## src/rtl/regfile_wb_port.sv

```systemverilog
// 32 x 32 MIPS register file with write-back port, two combinational read ports
// and a pending-write scoreboard. Define REGFILE_WB_BYPASS_EN for write-through forwarding.
module regfile_wb_port #(
    parameter int DATA_W = 32,
    parameter int ADDR_W = 5
) (
    input  logic              clk,
    input  logic              rst_n,
    input  logic              wr_en,
    input  logic [ADDR_W-1:0] wr_addr,
    input  logic [DATA_W-1:0] wr_data,
    input  logic [ADDR_W-1:0] rd_addr_a,
    output logic [DATA_W-1:0] rd_data_a,
    input  logic [ADDR_W-1:0] rd_addr_b,
    output logic [DATA_W-1:0] rd_data_b,
    input  logic              rsv_en,
    input  logic [ADDR_W-1:0] rsv_addr,
    output logic              busy_a,
    output logic              busy_b,
    output logic [ADDR_W:0]   pending_cnt
);
    localparam int NREGS = 2**ADDR_W;

    logic [DATA_W-1:0] regs_reg [NREGS];
    logic [NREGS-1:0]  sb_reg;
    logic [NREGS-1:0]  sb_next;
    logic [ADDR_W:0]   cnt_reg;
    logic [ADDR_W:0]   cnt_next;
    logic [NREGS-1:0]  wr_dec;
    logic [NREGS-1:0]  rsv_dec;

    // Register 0 never decodes, so it can be neither written nor reserved.
    assign wr_dec[0]  = 1'b0;
    assign rsv_dec[0] = 1'b0;
    assign sb_next[0] = 1'b0;

    generate
        for (genvar gi = 1; gi < NREGS; gi++) begin : g_dec
            assign wr_dec[gi]  = wr_en  && (wr_addr  == ADDR_W'(gi));
            assign rsv_dec[gi] = rsv_en && (rsv_addr == ADDR_W'(gi));
            // A same-edge reservation outranks the write-back clear.
            assign sb_next[gi] = rsv_dec[gi] | (sb_reg[gi] & ~wr_dec[gi]);
        end
    endgenerate

    always_comb begin
        cnt_next = '0;
        for (int i = 0; i < NREGS; i++) begin
            cnt_next = cnt_next + {{ADDR_W{1'b0}}, sb_next[i]};
        end
    end

    always_ff @(posedge clk or negedge rst_n) begin
        if (!rst_n) begin
            for (int i = 0; i < NREGS; i++) begin
                regs_reg[i] <= '0;
            end
            sb_reg  <= '0;
            cnt_reg <= '0;
        end else begin
            for (int i = 1; i < NREGS; i++) begin
                if (wr_dec[i]) begin
                    regs_reg[i] <= wr_data;
                end
            end
            sb_reg  <= sb_next;
            cnt_reg <= cnt_next;
        end
    end

    assign pending_cnt = cnt_reg;

`ifdef REGFILE_WB_BYPASS_EN
    logic fwd_a;
    logic fwd_b;

    assign fwd_a = wr_en && (wr_addr != '0) && (wr_addr == rd_addr_a);
    assign fwd_b = wr_en && (wr_addr != '0) && (wr_addr == rd_addr_b);

    assign rd_data_a = fwd_a ? wr_data : regs_reg[rd_addr_a];
    assign rd_data_b = fwd_b ? wr_data : regs_reg[rd_addr_b];

    // A forwarded register is only still busy if a newer instruction reserves it now.
    assign busy_a = fwd_a ? (rsv_en && (rsv_addr == rd_addr_a)) : sb_reg[rd_addr_a];
    assign busy_b = fwd_b ? (rsv_en && (rsv_addr == rd_addr_b)) : sb_reg[rd_addr_b];
`else
    assign rd_data_a = regs_reg[rd_addr_a];
    assign rd_data_b = regs_reg[rd_addr_b];
    assign busy_a    = sb_reg[rd_addr_a];
    assign busy_b    = sb_reg[rd_addr_b];
`endif

endmodule

```

## config.mk

```make
export PLATFORM = sky130hd
export DESIGN_NAME = regfile_wb_port
export DESIGN_NICKNAME = d
export VERILOG_FILES = /design/src/rtl/regfile_wb_port.sv
export SDC_FILE = /design/constraint.sdc
export NUM_CORES = 2
export LEC_CHECK = 0
export CAP_MARGIN = 30
export CORE_ASPECT_RATIO = 0.7
export CORE_MARGIN = 4
export CORE_UTILIZATION = 54
export CTS_CLUSTER_DIAMETER = 50
export DETAILED_ROUTE_END_ITERATION = 8
export HOLD_SLACK_MARGIN = 0.15
export PLACE_DENSITY = 0.82
export SETUP_SLACK_MARGIN = 0.4
export SLEW_MARGIN = 20
export SYNTH_ARGS = -nofsm -noshare
export SYNTH_HDL_FRONTEND = slang
export SYNTH_SLANG_ARGS = --single-unit
```

## constraint.sdc

```tcl
create_clock -name clk -period 6.78 [get_ports clk]
set_input_delay 1.695 -clock clk [delete_from_list [all_inputs] [get_ports clk]]
set_output_delay 1.695 -clock clk [all_outputs]
set_load 0.01 [all_outputs]
```

==> results.py <==
metrics = {
    "global_routing": {
        "antenna_found_initial": 9,
        "grt_pass1_vias": 39647,
        "grt_max_degree": 167,
        "grt_pass1_wl_mm": 258,
        "track_usage_pct": 31.1,
        "grt_remaining_overflow": 0,
    },
    "worst_hold_path": {
        "hold_path.class": "reg -> reg",
        "whs_path_depth": 1,
    },
    "placed_design": {
        "preCtsSetupSlack_ns": -0.359,
        "numPortBuffers": 127,
        "place_area_um2": 59800,
        "dpl.hpwl_mm": 105,
        "routabilityCongestion": 0.940,
    },
    "die": {
        "die_x_um": 393,
        "rows": 98,
        "io_pins": 128,
        "core-area_um2": 103000,
        "floorplan.initialDensity_pct": 54.7,
        "die_height_um": 278,
        "die_area_um2": 109000,
    },
    "worst_setup_path": {
        "end_kind": "primary output",
        "reg2regPathDepth": 15,
        "cp-start-kind": "input pin",
        "path_class": "in -> out",
        "crit_required_ns": 5.09,
        "path_max_fanout": 42,
        "critPathArrivalTime_ns": 4.50,
    },
    "cts": {
        "htreeDepth": 3,
        "clock_sinks": 1029,
        "root_buffer": "clkbuf_16",
        "cts_tree": "built",
        "worstSkewPairLatency_ns": 0.71,
        "clkTransAtPathRegs_ns": 0.06,
        "cts-buffers-inserted": 104,
        "ctsHoldBuffers": 0,
        "clockBufferDepth": 3,
    },
    "sta": {
        "setup_viol": 0,
        "fmax_mhz": 162,
        "period_needed_ns": 6.19,
        "tightest_slew_ns": 1.03,
        "tns_ns": 0,
        "final_hold_viol_count": 0,
        "maxSlewHeadroom_pct": 31.5,
        "fin_skew_ns": 0.0127,
        "holdWs_ns": 0.510,
        "fin_ws_ns": 0.588,
        "final_max_slew_viol_count": 0,
        "rsz0062_at_grt": "false",
        "min_period_over_period_pct": 91.3,
    },
    "finish": {
        "largest_reg_flops": 992,
        "regArea_um2": 25700,
        "multi_input_area_um2": 28600,
        "fillCellCount": 7231,
        "finalInstanceArea_um2": 63600,
        "drive_gt1_share_pct": 47.2,
        "final_nets": 4010,
        "area_growth_pct": 13.3,
    },
    "routing": {
        "routed_wl_mm": 172,
        "dr.pass1.iters": 5,
        "wl_per_cell_um": 32.1,
        "ant_nets": 0,
        "drc_errors": 0,
        "dr_total_vias": 38224,
        "vias_per_cell": 7.13,
        "drt_first_iter_violations": 4280,
    },
    "synthesis": {
        "netlist_area_um2": 56100,
        "syn-num-nets": 3939,
        "yosysWarningCount": 32,
        "synth.avg_cell_area_um2": 14.6,
        "ys_seq_area_share_pct": 45.9,
        "synth_cell_types": 39,
        "ys_seq_elements": 1029,
        "synthCells": 3853,
    },
    "job": {
        "cap_viol_max_count": 0,
    },
    "power": {
        "vdd_drop_max_mv": 0.657,
        "p_leak_nw": 27.8,
        "p_per_area_nw_per_um2": 326,
    },
    "status": {
        "outcome": "finished clean",
    },
}
-- logic make-up after synthesis --
family | count (synthesis) | share of synthesized area, %
buf+inv | 442 | 3.82
mux | 1652 | 40.6
simple gates | 178 | 1.67
flops | 1029 | 45.9
xor+xnor | 2 | 0.0312
compound gates | 520 | 6.98
fa+ha+maj | 30 | 0.976
-- what timing repair did --
action / 4_1_cts / 5_1_grt
resized for setup: 2 / 36
setup endpoints to repair: 1 / 5
endpoints found under the hold margin: 0 / 0
pin swaps: 1 / 20
buffers inserted: 0 / 5
-- final timing paths --
kind                                             end  slack [ns]                 startpoint
max                                    rd_data_a[19]        0.59               rd_addr_a[0]
min                        regs_reg[644]$_DFFE_PN0P_        0.51  regs_reg[644]$_DFFE_PN0P_
max in group asynchronous  regs_reg[418]$_DFFE_PN0P_        4.32                      rst_n
min reg2reg                regs_reg[644]$_DFFE_PN0P_        0.51  regs_reg[644]$_DFFE_PN0P_
min in group asynchronous   regs_reg[24]$_DFFE_PN0P_        1.08                      rst_n
max reg2reg                 pending_cnt[4]$_DFF_PN0_        1.85       sb_reg[18]$_DFF_PN0_
-- power by group --
part           internal [W]  total, W  switching (W)
registers           0.00742   0.00838       0.000962
clock network       0.00344   0.00596        0.00252
logic               0.00361   0.00642        0.00280
-- layout make-up --
cell class                      count  area share (%)
Multi-Input combinational cell   2382            45.0
Sequential cell                  1029            40.5
Timing Repair Buffer              375            6.14
Clock buffer                      146            4.72
Tap cell                         1350            2.66
Clock inverter                     44           0.795
Inverter                           32           0.189
Antenna cell                        5          0.0197
-- worst max-delay path, cell delays in order --
cell             delay (ns)
buf_8                  0.47
buf_4                  0.36
mux4_2                 0.55
a22o_1                 0.20
o21ai_1                0.46
o31ai_1                0.20
clkdlybuf4s50_1        0.52
-- cells in the final DEF, fill, tap and decap left out, types with 67 or more instances in the layout --
| cell type | Yosys | routed |
|---|---|---|
| clkdlybuf4s50_1 | 0 | 100 |
| mux2_2 | 984 | 984 |
| and2_1 | 69 | 67 |
| buf_4 | 57 | 181 |
| mux4_2 | 396 | 396 |
| a22o_1 | 223 | 223 |
| mux2i_1 | 198 | 198 |
| dfrtp_1 | 1029 | 1029 |
| mux2_1 | 74 | 74 |
| clkbuf_16 | 0 | 107 |
-- cells in the mapped netlist, drive strengths merged --
master / instances / area, µm²
nand2: 45 / 169
nand4: 1 / 6.26
nor3: 7 / 40.0
a21boi: 1 / 7.51
a211oi: 66 / 495
o22ai: 66 / 413
buf: 205 / 1250
xnor2: 1 / 8.76
nor3b: 1 / 7.51
a22o: 223 / 1950
mux2: 1058 / 11900
a22oi: 23 / 173
or2: 3 / 18.8
nand2b: 10 / 62.6
dfrtp: 1029 / 25700
and2: 70 / 438
mux2i: 198 / 1980
mux4: 396 / 8920
xor2: 1 / 8.76
o21a: 1 / 7.51
fa: 23 / 460
o21ai: 73 / 365
clkbuf: 205 / 773
o31ai: 66 / 495
a21oi: 1 / 5.00
nor4: 1 / 12.5
ha: 7 / 87.6
inv: 32 / 120
nor2b: 11 / 68.8
nor2: 29 / 116
-- per-layer routing --
metal	share of wire [%]	GRT usage, %	up-vias
met5	0.031	0	-
met4	4.9	14.3	8
met3	11	8.62	527
met2	45	46.6	2320
met1	39	42.6	20292
li1	-	-	15077
-- per-stage QoR --
stage               power, W  util [%]  instances
finish                0.0208      62.0       5363
global route          0.0218      62.0       5360
CTS                   0.0207      61.7       5343
detailed placement    0.0148      58.3       5153
global placement      0.0143      57.9       5131
floorplan             0.0126         -       3853
Power figures use the tool's default switching activity.
